===== src/rtl/interpolator.sv =====
// Integer-factor interpolator: one input sample per INTERP_FACTOR outputs, zero-order hold or zero-stuffed.
// Optional sticky underrun detection is built when INTERP_UNDERRUN_DETECT_EN is defined.
module interpolator #(
    parameter int DATA_WIDTH    = 32,
    parameter int INTERP_FACTOR = 4,
    parameter int HOLD_MODE     = 1,
    parameter int CNT_WIDTH     = 16
) (
    input  logic                  clk,
    input  logic                  rst,
    input  logic                  en,
    input  logic [DATA_WIDTH-1:0] data_in,
    input  logic                  data_in_valid,
    output logic                  data_in_ready,
    output logic [DATA_WIDTH-1:0] data_out,
    output logic                  data_valid,
    output logic                  underrun
);

    typedef enum logic {
        IDLE,
        RUN
    } state_t;

    localparam logic [CNT_WIDTH-1:0] LAST_PHASE = CNT_WIDTH'(INTERP_FACTOR - 1);

    state_t                  state;
    logic [CNT_WIDTH-1:0]    phase;
    logic [DATA_WIDTH-1:0]   hold;
    logic                    at_last;
    logic                    xfer;
    logic [CNT_WIDTH-1:0]    next_phase;

    // phase is the phase of the sample currently on data_out
    assign at_last       = (phase == LAST_PHASE);
    assign data_in_ready = en && ((state == IDLE) || at_last);
    assign xfer          = data_in_valid && data_in_ready;
    assign next_phase    = phase + 1'b1;

    always_ff @(posedge clk or posedge rst) begin
        if (rst) begin
            state      <= IDLE;
            phase      <= '0;
            hold       <= '0;
            data_out   <= '0;
            data_valid <= 1'b0;
        end else if (!en) begin
            data_valid <= 1'b0;
        end else if (xfer) begin
            // a new sample goes straight out as phase 0, keeping reloads gapless
            hold       <= data_in;
            data_out   <= data_in;
            data_valid <= 1'b1;
            phase      <= '0;
            state      <= RUN;
        end else if (state == RUN) begin
            if (at_last) begin
                phase      <= '0;
                state      <= IDLE;
                data_valid <= 1'b0;
            end else begin
                phase      <= next_phase;
                data_valid <= 1'b1;
                data_out   <= (HOLD_MODE == 0) ? '0 : hold;
            end
        end else begin
            data_valid <= 1'b0;
        end
    end

`ifdef INTERP_UNDERRUN_DETECT_EN
    always_ff @(posedge clk or posedge rst) begin
        if (rst) begin
            underrun <= 1'b0;
        end else if (en && (state == RUN) && at_last && !xfer) begin
            underrun <= 1'b1;
        end
    end
`else
    assign underrun = 1'b0;
`endif

endmodule


===== config.mk =====
export PLATFORM = sky130hd
export DESIGN_NAME = interpolator
export DESIGN_NICKNAME = d
export VERILOG_FILES = /design/src/rtl/interpolator.sv
export SDC_FILE = /design/constraint.sdc
export NUM_CORES = 1
export LEC_CHECK = 0
export ABC_CLOCK_PERIOD_IN_PS = 4700
export CAP_MARGIN = 20
export CORE_MARGIN = 2
export CORE_UTILIZATION = 50
export CTS_CLUSTER_SIZE = 24
export DETAILED_ROUTE_END_ITERATION = 12
export HOLD_SLACK_MARGIN = 0.05
export PLACE_DENSITY = 0.86
export SLEW_MARGIN = 20
export SYNTH_ARGS = -nofsm -noshare
export SYNTH_HDL_FRONTEND = slang
export SYNTH_SLANG_ARGS = --single-unit

===== constraint.sdc =====
create_clock -name clk -period 4.7 [get_ports clk]
set_clock_uncertainty 0.2 [all_clocks]
set_input_delay 0.47 -clock clk [delete_from_list [all_inputs] [get_ports clk]]
set_output_delay 0.47 -clock clk [all_outputs]
set_load 0.01 [all_outputs]

==> impl.org <==
** Critical path
- STA classifies the critical path endpoint as an output port.
- CP max FO :: 15
- At the worst endpoint, the arrival time is around 2500 ps.
- Critical setup path kind :: flip-flop to output port
- Worst endpoint required time :: 4030 ps
- Number of cells on the worst reg-to-reg path :: 6
- Critical path startpoint category :: flip-flop

** Power and ir drop
- Power density over the cells :: 589.4 nW/um^2
- VDD sags by at most 0.3123 mV.
- Leakage power total :: 0.001901 uW

** Detailed routing
- Summing over every cut layer, the via total after detailed routing is 2825.
- The first detailed-routing pass took 4 iterations.
- After detailed routing, the number of vias per cell comes to between 6 and 7.
- Starting DRC count in detailed routing :: 231
- Remaining routing DRC violations :: 0
- In the final routed layout, each cell accounts on average for 18.25 microns.
- The routed design has 8468 microns of wire.
- Antenna-violating nets left :: 0

** Global routing
- The first global-routing pass estimated 14300 microns of wire.
- Entering global routing, the biggest net connects 47 pins.
- Vias in the first global route :: 2963
- Global route overflow :: 0
- Total routing resource utilization after global routing :: 21.82%
- Initial antenna violation count :: 0

** Min path
- Along the worst hold path, the cell count comes to 1.
- In this run the worst hold path is classified as flip-flop to flip-flop.

** Place
- Number of port buffers :: 69
- Final estimated routing congestion in global placement :: around 0.9
- Half-perimeter wire length after detailed placement :: 5361 microns

** STA
- FMAX :: ~0.31 GHz
- Period minus WS final :: 3184 ps
- The hold violation total from the final report was 0.
- Setup violations, final :: 0
- Headroom to the max-slew limit came out at 33.41%.
- The final count of pins violating max slew was 0.
- Setup Total Neg Slack :: 0 ps
- Worst-margin pin slew :: roughly 1000 ps
- Ratio of final minimum period to clock period :: 67.74%
- RSZ-0062 raised after global routing :: no

** Floorplanning
- The region available for standard cell placement spans just over 7000 sq um.
- Measured along the x axis, the die boundary spans 90.40 microns.
- The die covers between 8000 and 9000 sq um.
- Chip Height :: 90.40 microns
- Initial core utilization :: 51.46%
- Top-level I/O count :: 71
- The floorplan has 31 rows.

** Synth
- By area the synthesized netlist is led by sky130_fd_sc_hd__dfrtp_1 55%, sky130_fd_sc_hd__o221a_2 9.7%, sky130_fd_sc_hd__mux2_2 7.2%.
- The synthesized design contains just over 80 register bits.
- The cell area that synthesis handed to floorplanning was 3732 sq um.
- Cell count after synthesis :: 299
- Sequential element share of the synthesized area :: a little over half
- Each instance of the synthesized netlist takes up on average 12.48 sq um.
- The number of nets handed over by synthesis was 336.
- Area leader, netlist :: sky130_fd_sc_hd__dfrtp_1
- Synth Warn # :: 0
- After synthesis, the largest area contributor takes up between 50% and 60% of total cell area.
- Yosys mapped the design onto 38 distinct sky130hd cell types.

** Cells and area
- Layout cells sized above 1 :: between 20% and 30%
- Synth-to-Final Area Change :: 25.75%
- After filler insertion, the fill cell instance count of the layout stands at 514.
- Multi-input combinational cell area :: around 1500 sq um
- Core Util, Final :: between 60% and 70%
- Sequential cell area :: 2052 sq um
- In the layout the commonest cells are 82 x sky130_fd_sc_hd__dfrtp_1, 69 x sky130_fd_sc_hd__clkdlybuf4s50_1, 38 x sky130_fd_sc_hd__or3_1.
- Most common cell after layout, fill and taps aside :: sky130_fd_sc_hd__dfrtp_1
- 0 antenna diodes ended up in the layout.
- After the last flow step, the layout net total stands at 397.

** Clock network
- Clock-pin slew on the worst setup and hold paths :: 90 ps
- The root buffer cell chosen for the clock tree is sky130_fd_sc_hd__clkbuf_8.
- TritonCTS clock tree :: built
- Worst-skew pair later-pin latency :: ~350 ps
- Total setup buffers inserted after CTS :: 0
- For this design, the CTS-stage hold fixing added 0 buffers.
- The clock net in this run drives a total of 82 sinks.
- Buffer levels on the longest clock path :: 2
- The clock tree synthesis step divided the H-tree into 3 levels.
- The number of clock buffers added by TritonCTS is 9.
- After clock tree synthesis, the repair step resized 0 gates.

** Outcome
- The run finished with clean final reports.

** Flow run
- Across the run, the number of max-cap violations was 0.
==> worst max-delay path, cell delays in order, from the launching register on <==
cell,delay [ps]
sky130_fd_sc_hd__dfrtp_1,410
sky130_fd_sc_hd__ha_1,220
sky130_fd_sc_hd__nor3b_1,320
sky130_fd_sc_hd__nand4_2,400
sky130_fd_sc_hd__a21oi_1,260
sky130_fd_sc_hd__clkdlybuf4s50_1,560
==> worst paths after layout <==
path,slack (ps),startpoint,to
min in group asynchronous,350,rst,hold[9]
worst max register to register,1900,phase[0],phase[9]
worst min-delay path,310,hold[0],hold[0]
worst min register to register,310,hold[0],hold[0]
worst max-delay path,1520,phase[0],data_in_ready
max in group asynchronous,3010,rst,phase[2]
==> synthesized netlist by cell type, drive strengths merged <==
library cell	number
conb	1
o31ai	2
and4	3
a22o	2
o21ai	10
and3	4
nor3	3
nand4	7
xor2	1
a21bo	1
a21o	2
mux2	32
a31oi	15
a21oi	2
nand2	10
nor3b	1
clkbuf	10
or2	1
ha	1
xnor2	1
nor4	6
dfrtp	82
nor2	7
o221a	32
or4	3
buf	13
nand3	3
inv	5
or3	38
and2	1
==> sequential cells by signal, indices dropped and copies added, names as in the netlist <==
signal,count
data_out,32
data_valid,1
hold,32
phase,16
state,1
==> cells by family (layout without fill, tap and decap cells) <==
group	after synthesis	after routing	synth area share (%)
xor+xnor	2	2	0.4694
flops	82	82	54.98
simple gates	87	87	14.25
compound gates	66	66	15.62
mux	32	32	10.46
buf+inv	28	94	3.788
other cells	1	1	0.1005
fa+ha+maj	1	1	0.3352
==> cell type report <==
cell class	instances	share of cell area [%]
clock buffer	9	2.639
clock inverter	7	2.319
inverter	5	0.4266
multi-input combinational	189	32.90
sequential	82	43.72
tap	99	2.639
timing repair buffer	73	15.36
==> per-layer routing <==
layer  routed length [microns]  track usage [%]  share of wire, %
met3                       354            3.506               4.2
met4                       193            11.41               2.3
met5                         0                0                 0
met1                      3656            29.30                43
met2                      4264            34.40                50
==> power breakdown <==
group | total, uW | internal (uW) | switching (uW)
sequential | 1200 | 1000 | 199
combinational | 976 | 598 | 378
clock | 588 | 310 | 277
==> through the flow <==
stage | cells | setup WS (ps) | hold slack [ps] | power [uW] | instance area (sq um)
after detailed placement | 448 | 1908 | 289.1 | 2182 | 4461
after floorplan | 299 | 1922 | 271.3 | 1728 | 3732
after global placement | 448 | 1968 | 280.8 | 2139 | 4461
final | 464 | 1516 | 311.8 | 2766 | 4693
after global routing | 464 | 1370 | 332.5 | 2919 | 4693
after CTS | 464 | 1498 | 314.5 | 2781 | 4693
No activity file was read; power rests on OpenSTA's default activity.
